--- src/rtl/ps2_tone_scheduler.sv ---
// PS/2 game-key decoder with last-pressed tone arbitration, square-wave generator
// and sample-rate handshake into the audio output FIFO.
module ps2_tone_scheduler #(
  parameter int CLK_HZ     = 50_000_000,
  parameter int SAMPLE_DIV = 1042,
  parameter int FREQ_UP    = 440,
  parameter int FREQ_DOWN  = 490,
  parameter int FREQ_LEFT  = 624,
  parameter int FREQ_RIGHT = 580,
  parameter int FREQ_SPACE = 669,
  parameter int AMPLITUDE  = 100_000_000
) (
  input  logic        CLOCK_50,
  input  logic        reset,
  input  logic [7:0]  received_data,
  input  logic        received_data_en,
  input  logic        audio_out_allowed,
  output logic        write_audio_out,
  output logic [31:0] left_channel_audio_out,
  output logic [31:0] right_channel_audio_out,
  output logic [4:0]  key_held,
  output logic [2:0]  active_key,
  output logic [7:0]  overrun_cnt
);

  localparam logic [31:0] HALF_UP    = 32'(CLK_HZ / (32'sd2 * FREQ_UP));
  localparam logic [31:0] HALF_DOWN  = 32'(CLK_HZ / (32'sd2 * FREQ_DOWN));
  localparam logic [31:0] HALF_LEFT  = 32'(CLK_HZ / (32'sd2 * FREQ_LEFT));
  localparam logic [31:0] HALF_RIGHT = 32'(CLK_HZ / (32'sd2 * FREQ_RIGHT));
  localparam logic [31:0] HALF_SPACE = 32'(CLK_HZ / (32'sd2 * FREQ_SPACE));
  localparam logic [31:0] DIV_LAST   = 32'(SAMPLE_DIV - 32'sd1);
  localparam logic [31:0] AMP        = 32'(AMPLITUDE);

  localparam logic [1:0] ST_IDLE    = 2'd0;
  localparam logic [1:0] ST_EXT     = 2'd1;
  localparam logic [1:0] ST_BRK     = 2'd2;
  localparam logic [1:0] ST_EXT_BRK = 2'd3;

  localparam logic [7:0] BYTE_EXT = 8'hE0;
  localparam logic [7:0] BYTE_BRK = 8'hF0;

  function automatic logic [2:0] key_code(input logic [7:0] b);
    case (b)
      8'h75:   return 3'd1;
      8'h72:   return 3'd2;
      8'h6B:   return 3'd3;
      8'h74:   return 3'd4;
      8'h29:   return 3'd5;
      default: return 3'd0;
    endcase
  endfunction

  function automatic logic [4:0] key_mask(input logic [2:0] k);
    case (k)
      3'd1:    return 5'b00001;
      3'd2:    return 5'b00010;
      3'd3:    return 5'b00100;
      3'd4:    return 5'b01000;
      3'd5:    return 5'b10000;
      default: return 5'b00000;
    endcase
  endfunction

  function automatic logic [2:0] prio_key(input logic [4:0] h);
    if (h[0])      return 3'd1;
    else if (h[1]) return 3'd2;
    else if (h[2]) return 3'd3;
    else if (h[3]) return 3'd4;
    else if (h[4]) return 3'd5;
    else           return 3'd0;
  endfunction

  function automatic logic [31:0] half_of(input logic [2:0] k);
    case (k)
      3'd1:    return HALF_UP;
      3'd2:    return HALF_DOWN;
      3'd3:    return HALF_LEFT;
      3'd4:    return HALF_RIGHT;
      3'd5:    return HALF_SPACE;
      default: return 32'd1;
    endcase
  endfunction

  logic [1:0]  state_r;
  logic [1:0]  state_next_s;
  logic        is_make_s;
  logic        is_break_s;
  logic [2:0]  code_s;
  logic [4:0]  mask_s;
  logic [2:0]  make_evt_r;
  logic [2:0]  active_next_s;
  logic [31:0] phase_r;
  logic        pol_r;
  logic [31:0] half_s;
  logic [31:0] sample_s;
  logic [31:0] div_r;
  logic        strobe_s;
  logic        issue_s;
  logic        pending_r;
  logic [31:0] hold_r;
  logic        hold_valid_r;
  logic [31:0] sample_out_r;

  assign code_s   = key_code(received_data);
  assign mask_s   = key_mask(code_s);
  assign half_s   = half_of(active_key);
  assign sample_s = (active_key == 3'd0) ? 32'd0 : (pol_r ? AMP : (32'd0 - AMP));
  assign strobe_s = (div_r == DIV_LAST);
  assign issue_s  = pending_r & audio_out_allowed & ~write_audio_out;

  assign left_channel_audio_out  = sample_out_r;
  assign right_channel_audio_out = sample_out_r;

  // Parser next-state and make/break classification of the incoming byte.
  always_comb begin
    state_next_s = state_r;
    is_make_s    = 1'b0;
    is_break_s   = 1'b0;
    if (received_data_en) begin
      case (state_r)
        ST_IDLE: begin
          if (received_data == BYTE_EXT) begin
            state_next_s = ST_EXT;
          end else if (received_data == BYTE_BRK) begin
            state_next_s = ST_BRK;
          end else begin
            is_make_s = 1'b1;
          end
        end
        ST_EXT: begin
          if (received_data == BYTE_BRK) begin
            state_next_s = ST_EXT_BRK;
          end else begin
            is_make_s    = 1'b1;
            state_next_s = ST_IDLE;
          end
        end
        ST_BRK, ST_EXT_BRK: begin
          if ((received_data == BYTE_EXT) || (received_data == BYTE_BRK)) begin
            state_next_s = state_r;
          end else begin
            is_break_s   = 1'b1;
            state_next_s = ST_IDLE;
          end
        end
        default: begin
          state_next_s = ST_IDLE;
        end
      endcase
    end else begin
      state_next_s = state_r;
    end
  end

  // Parser state and held-key flags; a make of a not-yet-held key is remembered for arbitration.
  always_ff @(posedge CLOCK_50 or posedge reset) begin
    if (reset) begin
      state_r    <= ST_IDLE;
      key_held   <= 5'd0;
      make_evt_r <= 3'd0;
    end else begin
      state_r    <= state_next_s;
      make_evt_r <= 3'd0;
      if (is_make_s) begin
        key_held <= key_held | mask_s;
        if ((mask_s & ~key_held) != 5'd0) begin
          make_evt_r <= code_s;
        end
      end else if (is_break_s) begin
        key_held <= key_held & ~mask_s;
      end
    end
  end

  // Last-pressed wins; losing the active key falls back to fixed priority.
  always_comb begin
    active_next_s = active_key;
    if (make_evt_r != 3'd0) begin
      active_next_s = make_evt_r;
    end else if ((active_key != 3'd0) && ((key_mask(active_key) & key_held) == 5'd0)) begin
      active_next_s = prio_key(key_held);
    end else begin
      active_next_s = active_key;
    end
  end

  // Active key register and square-wave phase; any change of key restarts at positive polarity.
  always_ff @(posedge CLOCK_50 or posedge reset) begin
    if (reset) begin
      active_key <= 3'd0;
      phase_r    <= 32'd0;
      pol_r      <= 1'b0;
    end else begin
      active_key <= active_next_s;
      if (active_next_s != active_key) begin
        phase_r <= 32'd0;
        pol_r   <= 1'b1;
      end else if (active_key == 3'd0) begin
        phase_r <= 32'd0;
      end else if (phase_r == (half_s - 32'd1)) begin
        phase_r <= 32'd0;
        pol_r   <= ~pol_r;
      end else begin
        phase_r <= phase_r + 32'd1;
      end
    end
  end

  // Sample strobe, FIFO write handshake and overrun counting. A strobe landing on the
  // write-issue edge parks the new sample in hold_r so the outgoing one stays on the bus.
  always_ff @(posedge CLOCK_50 or posedge reset) begin
    if (reset) begin
      div_r           <= 32'd0;
      pending_r       <= 1'b0;
      hold_r          <= 32'd0;
      hold_valid_r    <= 1'b0;
      sample_out_r    <= 32'd0;
      write_audio_out <= 1'b0;
      overrun_cnt     <= 8'd0;
    end else begin
      div_r           <= strobe_s ? 32'd0 : (div_r + 32'd1);
      write_audio_out <= issue_s;
      if (strobe_s) begin
        pending_r <= 1'b1;
        if (issue_s) begin
          hold_r       <= sample_s;
          hold_valid_r <= 1'b1;
        end else begin
          sample_out_r <= sample_s;
          hold_valid_r <= 1'b0;
          if (pending_r && (overrun_cnt != 8'hFF)) begin
            overrun_cnt <= overrun_cnt + 8'd1;
          end
        end
      end else begin
        if (issue_s) begin
          pending_r <= 1'b0;
        end
        if (hold_valid_r) begin
          sample_out_r <= hold_r;
          hold_valid_r <= 1'b0;
        end
      end
    end
  end

endmodule
--- config.mk ---
export PLATFORM = sky130hd
export DESIGN_NAME = ps2_tone_scheduler
export DESIGN_NICKNAME = d
export VERILOG_FILES = /design/src/rtl/ps2_tone_scheduler.sv
export SDC_FILE = /design/constraint.sdc
export NUM_CORES = 1
export LEC_CHECK = 0
export ABC_CLOCK_PERIOD_IN_PS = 4700
export BUFFER_PORTS_ARGS = -buffer_cell sky130_fd_sc_hd__buf_2
export CORE_ASPECT_RATIO = 0.75
export CORE_MARGIN = 5
export CORE_UTILIZATION = 38
export CTS_CLUSTER_DIAMETER = 200
export DETAILED_ROUTE_END_ITERATION = 12
export GPL_TIMING_DRIVEN = 0
export SLEW_MARGIN = 20
export SYNTH_ARGS = -nofsm -noshare
export SYNTH_HDL_FRONTEND = slang
export SYNTH_SLANG_ARGS = --single-unit
--- constraint.sdc ---
create_clock -name CLOCK_50 -period 4.7 [get_ports CLOCK_50]
set_input_delay 0 -clock CLOCK_50 [delete_from_list [all_inputs] [get_ports CLOCK_50]]
set_output_delay 0 -clock CLOCK_50 [all_outputs]
set_load 0.02 [all_outputs]
-- After elaboration in Yosys (flattened, before gate mapping)
Index checks and enable logic that the tools add are counted.
- register bits after elaboration: 153
- bits of input ports: 12
- output and inout bits: 81
- word-level logic and storage cells: 119
- add/sub/neg operators: 4
- equality and inequality tests: 28
- muxes and demuxes: 44
- bitwise operators: 11
- reduce and logical (&&, ||, !) cells: 19
- operator list (operator ; count):
    $mux 32 ; 9
    $pmux 16 s5 ; 1
    $add 32x1->32 const B ; 2
    $pmux 5 s5 ; 2
    $eq 32x11->1 const B ; 1
    $eq 32x32->1 ; 1
    $eq 8x7->1 const B ; 4
    $sub 32x1->32 const B ; 1
    $mux 3 ; 9
    $eq 8x8->1 const B ; 2
    $and 5x5->5 ; 3
    $mux 5 ; 3
    $pmux 3 s5 ; 1
    $mux 1 ; 13
    $eq 3x2->1 const B ; 4
    $eq 3x3->1 const B ; 4
    $not 5->5 ; 2
    $add 8x1->8 const B ; 1
    $eq 8x6->1 const B ; 1
    $mux 2 ; 4
    $ne 8x8->1 const B ; 1
    $reduce_bool 2->1 ; 4
    $eq 3x1->1 const B ; 2
    $ne 2x2->1 const B ; 3
    other kinds (19) ; 28

-- Longest topological paths before layout
- depth in word-level cells: 11
- gate-level depth with buffers: 16
- gate-level depth less buffers: 12

-- Worst setup path before layout
Ideal clock, no wire load.
- path kind: reg2reg
- start point: reg active_key[1]
- end point: reg phase_r[23]
- setup time: 121 ps
- data arrival time: 3504 ps
- data required time: 4579 ps
- setup slack: 1075 ps
- cell stages (with the launch flop): 17
- path buffers: 4
- period minus slack after synthesis: 3625 ps
- path through: dfrtp_1 buf_2 buf_2 inv_1 ha_1 buf_2 or2_1 a21oi_1 ha_1 xor2_1 nand4_1 a311oi_1 o221ai_1 a2111o_1 o21ai_1 buf_2 nor2_1
- longest elaborated chain between the ends: 10
- elaborated cells between the ends (all ways): 21
- those cells by class: 1 x add/sub; 7 x eq/ne; 8 x mux; 1 x bitwise; 4 x reduce/logical
- ends and longest elaborated chain (what ; RTL line ; source):
    start: declaration ; 22 ; output logic [2:0] active_key,
    start signal: assignment ; 194 ; active_key <= active_next_s;
    parallel branches: the longest is 9 deep, another holds $sub 32x1->32 ; -- ;
    $mux 32 * ; 195 ; if (active_next_s != active_key) begin
    end signal: assignment ; 204 ; phase_r <= phase_r + 32'd1;
    end: declaration ; 92 ; logic [31:0] phase_r;
Every way passes the cells marked *. The select of a mux whose other input is x is not followed.
A chain may end at the register's enable or synchronous reset.

-- Worst setup path in the final report
- start point: reg active_key[1]
- end point: reg phase_r[16]
Same word-level chain as after synthesis.

==> metrics.yaml <==
critPathRequiredTime_ns: 4.93
fill_cells: 1478
drc: 0
status: "completed"
tightest_slew_ns: 0.746
grt_pass1_vias: 4584
critPathKind: "flip-flop to flip-flop"
leakage_uw: 0.00320
synth-edff-count: 0
reg2regPathDepth: 16
route.vias.total: 4936
end_kind: "flip-flop"
rsz0062_at_grt: "no"
cp-endpoint: "phase_r[16]"
via_per_inst: 5.05
detail-route-antenna-nets: 0
ctsRootBufferMaster: "clkbuf_16"
ys_seq_elements: 95
cp_num_buf_inv: 5
synth.most_common_cell: "dfrtp_1"
cap_violations: 0
fmax_ghz: 0.234
drive_gt1_share_pct: 23.0
clk_latency_ns: 0.35
die_height_um: 119
area_growth_pct: 18.1
synth_top_area_cell: "dfrtp_1"
wl_per_cell_um: 14.1
die_area_sq_um: 18300
drt_wl_total_um: 13800
track_usage_pct: 14.9
ys.flop_type: "dfrtp_1"
cts_tree: "done"
avgSynthCellArea_sq_um: 9.03
internal_power_uw: 1280
worst_path_most_repeated_cell: "buf_2"
coreArea_sq_um: 15300
crit_family: "compound AO/OA/AOI/OAI gates"
io_pins: 93
antenna_found_initial: 0
clockBufferDepth: 2
crit_arrival_ns: 4.50
power_frac_clock_pct: 46.0
cp-start-kind: "flip-flop"
insertedDiodeCount: 0
yosysTopAreaCellShare_pct: 39.8
overflow: 0
initialDrtViolationCount: 320
finish.net_count: 788
critical_path_depth: 16
async_flop_share_pct: 100
cts_buffers: 9
finalCritPeriodShare_pct: 90.8
port_buffers: 76
ir_drop_mv: 0.157
min_period_ns: 4.27
final_area_sq_um: 7050
seqPwrFrac_pct: 49.2
power_density_nw_per_um2: 238
yosysUniqueCellTypes: 69
grt_pass1_wl_um: 22900
finClkSkew_ns: 0.00842
cp_cell_sequence: "buf_2 > buf_2 > inv_1 > ha_1 > buf_2 > or2_1 > a21oi_1 > ha_1 > xor2_1 > nand4_1 > a311oi_1 > o221ai_1 > a2111o_1 > o21ai_2 > buf_2 > nor2_1"
gp_congestion: 0.895
grt_max_degree: 55
r2r-start: "active_key[1]"
cts_sinks: 95
drt_pass1_iterations: 5
final_hold_viol_count: 0
setup_tns_ns: 0
crit_slowest_cell: "a2111o_1"
place_area_sq_um: 6700
path_max_fanout: 10
combPwrFrac_pct: 4.9
reg2reg_setup_slack_ns: 0.43
maxSlewViolCount: 0
p_switching_uw: 404
synthTopCellsByCount: "dfrtp_1 (95), buf_4 (62), nor2_1 (62)"
hpwl_um: 10300
syn-cell-area_sq_um: 5970
placementRows: 39
setup_viol: 0
htreeDepth: 3
report.power.total_uw: 1680
reg2reg_to: "phase_r[16]"
fin_util_pct: 46.0
synthCells: 661
slowest_delay_ns: 0.46
cts_setup_buffers: 0
swShare_pct: 24.0
relSlewSlack_pct: 49.8
path_clk_slew_ns: 0.07
yosys_warnings: 0
start_util_pct: 39.0
die_width_um: 155
startpoint: "active_key[1]"
ys_seq_area_share_pct: 39.8
min_path_type: "primary input to flip-flop"
synth_area_leaders: "dfrtp_1 (40%), xnor2_1 (8.1%), buf_4 (7.8%), nor2_1 (3.9%), xor2_1 (3.5%)"
## power by group through the flow
stage                     clock (uW)  combinational (uW)  sequential (uW)
after floorplan                    0                55.2              842
after global placement             0                74.2              842
after detailed placement           0                79.5              842
after CTS                        796                82.3              825
after global routing             826                92.0              826
final                            772                82.0              826
## cells in the final DEF (no fill, tap or decap), types with 9 or more instances in the layout
| cell type | instances |
|---|---|
| a21oi_1 | 16 |
| and2_1 | 12 |
| and3_1 | 16 |
| buf_2 | 88 |
| buf_4 | 62 |
| clkbuf_16 | 9 |
| conb_1 | 16 |
| dfrtp_1 | 95 |
| inv_1 | 20 |
| nand2_1 | 44 |
| nand2b_1 | 9 |
| nand3_1 | 33 |
| nand4_1 | 19 |
| nor2_1 | 62 |
| nor2b_1 | 13 |
| nor3_1 | 15 |
| nor4_1 | 11 |
| o21ai_0 | 21 |
| xnor2_1 | 55 |
| xor2_1 | 24 |
## worst min-delay path by stage
stage / from / to / slack, ns / cells after the start
after floorplan: received_data_en / state_r[1] / 0.09 / 1
after global placement: received_data_en / state_r[1] / 0.25 / 2
after detailed placement: reset / div_r[29] / 0.05 / 2
after CTS: received_data[7] / state_r[0] / 0.04 / 3
after global routing: received_data[7] / state_r[0] / 0.08 / 3
final: received_data[7] / state_r[0] / 0.06 / 3
## sequential cells by signal, indices dropped and copies added (netlist names), named ones only
signal / count
overrun_cnt: 8
make_evt_r: 3
state_r: 2
pol_r: 1
active_key: 3
left_channel_audio_out: 3
phase_r: 32
write_audio_out: 1
div_r: 32
pending_r: 1
hold_r: 3
hold_valid_r: 1
## final cells by class
class / instances / area (sq um) / share of cell area, %
inverter: 22 / 87.6 / 1.24
multi-input combinational: 474 / 3000 / 42.6
clock buffer: 9 / 225 / 3.19
tap: 205 / 256 / 3.64
sequential: 95 / 2380 / 33.7
clock inverter: 7 / 86.3 / 1.22
buffer: 85 / 568 / 8.06
timing repair buffer: 81 / 448 / 6.35
## cells by family (layout without fill, tap and decap cells)
group,after synthesis,after routing,synth area share [%]
flip-flops,95,95,39.8
AND/OR/NAND/NOR,264,264,23.1
buffers and inverters,107,204,10.9
other,1,16,0.0628
adder cells (fa/ha/maj),9,9,1.84
XOR/XNOR,79,79,11.6
multiplexers,8,8,1.36
AO/OA/AOI/OAI,98,98,11.4
## per-layer routing
layer  wire length, um  vias up  track usage (%)
met5                 0        -                0
met4               160        0             3.70
met3              1090       17             3.47
met2              5640      149             21.4
met1              6920     2316             22.6
li1                  -     2454                -
## worst reg2reg max path: cells and delay by family (launching register included)
family / cells / cell delay (ns)
and+or+nand+nor: 3 / 0.51
buffers and inverters: 5 / 1.17
xor gates and xnor gates: 1 / 0.14
DFF: 1 / 0.39
AOI/OAI and AO/OA: 5 / 1.30
adders and majority gates: 2 / 0.65
## metrics by stage
stage / hold slack (ns) / worst slack, ns / instances
2_1_floorplan: 0.0857 / 1.07 / 676
3_3_place_gp: 0.247 / 0.344 / 957
3_5_place_dp: 0.0479 / 0.339 / 958
4_1_cts: 0.0409 / 0.328 / 978
5_1_grt: 0.0816 / 0.165 / 978
6_report: 0.0570 / 0.432 / 978
## repair_timing
action / in CTS / in global routing
hold endpoints to repair: 44 / 0
gates resized for setup: 0 / 1
setup endpoints to repair: 0 / 1
hold buffers: 4 / 0
No activity file was read; power rests on OpenSTA's default activity.
